File: config.mk
export PLATFORM = sky130hd
export DESIGN_NAME = fir_tap_sequencer
export DESIGN_NICKNAME = d
export VERILOG_FILES = /design/src/rtl/fir_tap_sequencer.sv
export SDC_FILE = /design/constraint.sdc
export NUM_CORES = 1
export LEC_CHECK = 0
export ABC_AREA = 1
export ABC_CLOCK_PERIOD_IN_PS = 1920
export CORE_MARGIN = 2
export CORE_UTILIZATION = 43
export DETAILED_ROUTE_END_ITERATION = 10
export GPL_ROUTABILITY_DRIVEN = 0
export PLACE_DENSITY = 0.87
export RECOVER_POWER = 100
export SYNTH_ARGS = -nofsm -noshare
export SYNTH_HDL_FRONTEND = slang
export SYNTH_SLANG_ARGS = --single-unit
File: constraint.sdc
create_clock -name clk -period 1.92 [get_ports clk]
set_input_delay 0.192 -clock clk [delete_from_list [all_inputs] [get_ports clk]]
set_output_delay 0.192 -clock clk [all_outputs]
set_load 0.01 [all_outputs]
File: src/rtl/fir_tap_sequencer.sv
// Sample delay line and frame sequencer feeding the symmetric-FIR pre-adder DSP chain.
// One accepted sample launches STAGES counter frames; the DSP stages latch on counter == STROBE.
module fir_tap_sequencer #(
  parameter int unsigned TAPS   = 8,
  parameter int unsigned STAGES = 3,
  parameter int unsigned STROBE = 12,
  parameter int unsigned NPAIR  = TAPS / 2
) (
  input  logic                 clk,
  input  logic                 rst,
  input  logic                 clear,
  input  logic [7:0]           sample_in,
  input  logic                 sample_valid,
  output logic                 sample_ready,
  output logic [8*NPAIR-1:0]   x1_bus,
  output logic [8*NPAIR-1:0]   x2_bus,
  output logic [3:0]           counter,
  output logic                 busy,
  output logic                 done
);

  localparam int unsigned CW = 4;
  localparam int unsigned FW = (STAGES > 1) ? $clog2(STAGES) : 1;
  localparam logic [CW-1:0] STROBE_V   = CW'(STROBE);
  localparam logic [FW-1:0] LAST_FRAME = FW'(STAGES - 1);

  typedef enum logic {
    IDLE = 1'b0,
    RUN  = 1'b1
  } state_t;

  state_t                state_q, state_d;
  logic [CW-1:0]         counter_q, counter_d;
  logic [FW-1:0]         frame_q, frame_d;
  logic                  done_q, done_d;
  logic [TAPS-1:0][7:0]  tap_q, tap_d;

  // State, counter, frame index, done pulse and delay line
  always_ff @(posedge clk or posedge rst) begin
    if (rst) begin
      state_q   <= IDLE;
      counter_q <= '0;
      frame_q   <= '0;
      done_q    <= 1'b0;
      tap_q     <= '0;
    end else begin
      state_q   <= state_d;
      counter_q <= counter_d;
      frame_q   <= frame_d;
      done_q    <= done_d;
      tap_q     <= tap_d;
    end
  end

  // Next-state: clear wins over accept and over an active run
  always_comb begin
    state_d   = state_q;
    counter_d = counter_q;
    frame_d   = frame_q;
    done_d    = 1'b0;
    tap_d     = tap_q;
    if (clear) begin
      state_d   = IDLE;
      counter_d = '0;
      frame_d   = '0;
      tap_d     = '0;
    end else begin
      case (state_q)
        IDLE: begin
          counter_d = '0;
          frame_d   = '0;
          if (sample_valid) begin
            tap_d   = {tap_q[TAPS-2:0], sample_in};
            state_d = RUN;
          end
        end
        RUN: begin
          if (counter_q != STROBE_V) begin
            counter_d = counter_q + CW'(1);
          end else if (frame_q < LAST_FRAME) begin
            frame_d   = frame_q + FW'(1);
            counter_d = '0;
          end else begin
            state_d   = IDLE;
            counter_d = '0;
            frame_d   = '0;
            done_d    = 1'b1;
          end
        end
        default: state_d = IDLE;
      endcase
    end
  end

  assign sample_ready = (state_q == IDLE);
  assign busy         = (state_q == RUN);
  assign counter      = counter_q;
  assign done         = done_q;

  // Mirrored tap pairs: pair k carries tap[k] and tap[TAPS-1-k]
  for (genvar k = 0; k < NPAIR; k++) begin : g_pair
    assign x1_bus[8*k +: 8] = tap_q[k];
    assign x2_bus[8*k +: 8] = tap_q[TAPS-1-k];
  end

endmodule

* Word-level counts from Yosys, hierarchy flattened
Cells that the tools add are included.
** Operators by class
- $lt $le $gt $ge :: 1
- Reduce and logical (&&, ||, !) cells :: 2
- Add/subtract/negate cells :: 2
- Bitwise gates (word level) :: 1
- Equality and inequality tests :: 3
- Mux-type cells :: 19
** Operators by type and width (number)
- $mux 64 :: 3
- $mux 1 :: 8
- $mux 4 :: 2
- $pmux 4 s2 :: 1
- $mux 2 :: 3
- $add 4x1->4 const B :: 1
- $ne 4x4->1 const B :: 1
- $pmux 2 s2 :: 1
- $ne 3x3->1 const B :: 1
- $add 2x1->2 const B :: 1
- $lt 2x2->1 const B :: 1
- $ne 2x2->1 const B :: 1
- $pmux 1 s2 :: 1
- $reduce_and 2->1 :: 1
- $reduce_bool 2->1 :: 1
- $not 1->1 :: 1
** Word-level totals
- Word-level logic and storage cells :: 40
- Bits of input ports :: 12
- Output and inout bits :: 71
- Register bits :: 72

* Logic depth before layout (Yosys ltp)
Gate-level depths: netlist (run 1).
- Depth in word-level cells :: 5
- Gate-level depth with buffers :: 8
- Depth with buffers taken out :: 7

* Worst setup path before layout (run 1)
Ideal clock, no wire load.
- Path type :: register to register
- From :: reg state_q, in the netlist busy
- To :: reg tap_q (netlist bit x1_bus[0])
- Period minus slack after synthesis :: 1.241 ns
- Arrival :: 1.124 ns
- Path buffers :: 3
- Setup slack :: 0.679 ns
- Data required time :: 1.803 ns
- Library setup time :: 0.117 ns
- Cell stages (with the launch flop) :: 8
- Cells stage by stage :: dfrtp_1 -> inv_2 -> buf_6 -> nand2_8 -> buf_6 -> buf_6 -> o21ai_1 -> inv_1
** On the way
- Word-level cells in the longest chain between the ends :: 2
** RTL lines
- start: declaration :: RTL line 32 : state_t state_q, state_d;
- start signal: assignment :: RTL line 47 : state_q <= state_d;
- $ne 2x2->1 (no source line)
- $reduce_and 2->1 (no source line)
- end signal: assignment :: RTL line 51 : tap_q <= tap_d;
- end: declaration :: RTL line 36 : logic [TAPS-1:0][7:0] tap_q, tap_d;
Every way passes these cells.
A chain may end at the register's enable or synchronous reset.

* Final worst setup path (run 1)
- From :: reg state_q, in the netlist busy
- To :: out sample_ready
** On the way
- Word-level cells in the longest chain between the ends :: 1
** RTL lines
- $not 1->1
- end: declaration :: RTL line 14 : output logic sample_ready,
Every way passes these cells.

==> results by group, run 1 <==
Synth
  • Synthesized instance count: 334
  • Mapped Avg Cell Area: 9.054 sq um
  • Yosys reg bits: around 70
  • Post-synth top area cell: dfrtp_1
  • Mapped Nets: between 300 and 400
  • Synthesized cell area: around 3000 sq um
  • Synth cell types: 20
  • Yosys warning count: 0
  • Top cell type's share of synthesized area: 59.58%
  • Seq/Total Area, Yosys: 59.58%
  • Synth top area cells: dfrtp_1, nand2_1, o21ai_0

Pwr
  • Comb power frac: 11.6%
  • Worst vdd ir: 407.5 uV
  • Internal: about 2.7 mW
  • Sw Ratio: about a quarter
  • Leak: 2.114 nW
  • Power density over cell area: 855.2 nW/um^2
  • P_sw: 852.2 uW
  • Clk pwr share: roughly 42%
  • Seq pwr share: 46.2%

Layout
  • Fillers: ~570
  • ANT cells: 0
  • Synthesis-to-layout area growth: 36.49%
  • Sequential standard cell area: 1802 sq um
  • Number of nets in the layout: 430
  • Share of cells above drive strength 1: under 10%
  • Multi-input gate area: 877.1 sq um
  • Layout Cells excl Fill: 517

Timing
  • Final hold vios: 0
  • Max-slew headroom: between 30% and 40%
  • Post-Route Setup TNS: 0 ns
  • Period minus WS final: 1.833 ns
  • Max Slew Vio Count: 0
  • Fmax: 545.7 MHz
  • Final Setup Violations: 0
  • Period utilization: a little over nine tenths
  • RSZ-0062 raised after global routing: false
  • Worst Max-Slew Pin Slew: 0.9721 ns
  • Clock Skew: 0.007855 ns

Detailed routing
  • DRT iter0 DRCs: approximately 220
  • Met2 Wirelength: 3.319 mm
  • Vias: 2508
  • Antenna viol nets, final: 0
  • WL met3: 498 um
  • Detailed-route wire length per cell: about 14 um
  • Drt first pass iters: 4
  • Vias per cell: 4.851
  • Routed WL: 6.989 mm
  • Top routing layer used: met4
  • DRT met1 WL: 3.037 mm
  • Drt drc: 0

Die
  • Ports: 83
  • Core box area: 6794 sq um
  • Height of the die: 87.86 um
  • FP Rows: 30
  • Die W: 87.86 um
  • Initial Util: between 40 and 50%
  • Die area: 7719 sq um

Worst setup path
  • Crit-path max cell delay: 0.65 ns
  • Worst Path Max Fanout: 11
  • Critical Path Start Type: flip-flop
  • CP Cell Sequence: inv_2 -> dlygate4sd3_1
  • Worst Path Buf+Inv: 2
  • Crit. End Element: output pin
  • Crit path required time: 1.73 ns
  • CP max-delay cell: dlygate4sd3_1
  • FF-to-FF path depth: 6
  • WP depth: 2
  • WP data arrival: 1.64 ns
  • Worst path top cell family by delay: buffers and inverters
  • Critical path class: flip-flop to output pin

Global routing
  • First-pass GRT wire length: 11.67 mm
  • Global Route Usage Sum: 19.74%
  • Largest net degree at the start of global routing: 73
  • Vias in the first global route: 2505
  • GR Overflow Total: 0
  • Initial antenna violation count: 0

Clocking
  • Root buffer cell: clkbuf_8
  • CTS Hold Bufs: 0
  • CTS tree: yes
  • CTS H-tree depth: 3
  • Sink Count: 72
  • CTS Buffer Depth: 2
  • Post-CTS setup buffers: 0
  • Clock transition at path regs: approximately 0.070 ns
  • CTS resizes: 0
  • Num CTS Buffers: 9
  • Worst-Skew Late Latency: roughly 0.34 ns

Min path
  • Worst min path class: input pin to flip-flop
  • Hold path depth: 3

Job
  • Max-Cap Viols: 0

Placed design
  • Detailed placer's ending HPWL: 4.597 mm
  • Placed instance count: ~500
  • Port Buf Inserts: 82

Status
  • Status: finished clean
[state kept, by name (all words and copies together) (netlist names)]
register  flops
counter       4
done          1
x2_bus       32
busy          1
x1_bus       32
frame_q       2
[worst register-to-register path, cell delays in order, from the launching register on]
cell     delay (ns)
dfrtp_1        0.42
inv_2          0.23
nand2_8        0.17
nor2_1         0.14
buf_4          0.29
nand2_1        0.11
o21ai_0        0.10
[layout by cell type, fill, tap and decap left out, drive strengths merged]
| cell type | count |
|---|---|
| dfrtp | 72 |
| buf | 4 |
| nand4 | 1 |
| nor2 | 17 |
| xnor2 | 1 |
| inv | 53 |
| clkdlybuf4s50 | 10 |
| clkinv | 1 |
| o21ai | 57 |
| clkinvlp | 2 |
| nand3 | 39 |
| bufinv | 3 |
| ha | 2 |
| clkbuf | 14 |
| dlygate4sd3 | 72 |
| nand2 | 73 |
[synth_stat cells, drive strengths merged]
cell / number
ha: 2
nand4: 1
dfrtp: 72
buf: 16
nor2: 17
clkbuf: 2
nand3: 39
nand2: 73
xnor2: 1
o21ai: 57
inv: 54
[cells by family after synthesis]
| family | share of synthesized area (%) |
|---|---|
| simple gates | 18.78 |
| buf+inv | 11.09 |
| flops | 59.58 |
| compound gates | 9.433 |
| fa+ha+maj | 0.8273 |
| xor+xnor | 0.2897 |
[per-layer routing]
layer,vias to the layer above,global-route usage [%]
met5,-,0
met4,0,9.930
met3,11,3.582
met2,109,31.89
met1,1179,25.63
li1,1209,-
[worst paths after layout]
check	slack (ns)	end	from
setup / recovery	0.09	sample_ready	busy
hold / removal	0.44	x1_bus[7]	sample_in[7]
setup reg to reg	0.35	x2_bus[25]	busy
hold reg to reg	0.51	x2_bus[6]	x2_bus[6]
max in group asynchronous	0.61	frame_q[0]	rst
min in group asynchronous	0.67	x2_bus[0]	rst
[through the flow]
stage / total power [mW] / hold WS (ns) / utilization [%] / cell area [sq um] / setup slack, ns
2_1_floorplan: 1.909 / 0.3130 / - / 3028 / 0.6793
3_3_place_gp: 2.107 / 0.4896 / 57.42 / 3901 / 0.3234
3_5_place_dp: 2.115 / 0.5013 / 57.42 / 3901 / 0.2559
4_1_cts: 3.596 / 0.3279 / 61.16 / 4155 / 0.1294
5_1_grt: 3.691 / 0.4576 / 60.76 / 4128 / 0.04492
6_report: 3.530 / 0.4351 / 60.76 / 4128 / 0.08743
[power by group through the flow]
stage,registers [mW],logic (mW),clock network (mW)
CTS,1.64,0.454,1.51
detailed placement,1.66,0.451,0
global placement,1.66,0.443,0
finish,1.63,0.410,1.49
floorplan,1.68,0.227,0
global route,1.64,0.461,1.59
[area by class of cell]
cell class	instances	area share [%]
multi-input combinational	190	21.25
sequential	72	43.65
timing repair buffer	89	21.04
inverter	54	5.002
clock buffer	11	3.668
clock inverter	5	2.486
tap	96	2.910
Power figures use the tool's default switching activity.
==> run 2: changes to the inputs <==
--- a/config.mk
+++ b/config.mk
@@ -6,7 +6,6 @@
 export NUM_CORES = 1
 export LEC_CHECK = 0
 export ABC_AREA = 1
-export ABC_CLOCK_PERIOD_IN_PS = 1920
 export CORE_MARGIN = 2
 export CORE_UTILIZATION = 43
 export DETAILED_ROUTE_END_ITERATION = 10
==> results of run 2 <==
Same layout as run 1: the final DEF is identical, and so are final timing and power.
==> run 3: changes to the inputs <==
--- a/config.mk
+++ b/config.mk
@@ -6,6 +6,7 @@
 export NUM_CORES = 1
 export LEC_CHECK = 0
 export ABC_AREA = 1
+export CAP_MARGIN = 20
 export CORE_MARGIN = 2
 export CORE_UTILIZATION = 43
 export DETAILED_ROUTE_END_ITERATION = 10
==> results of run 3 <==
Same layout as run 1: the final DEF is identical, and so are final timing and power.
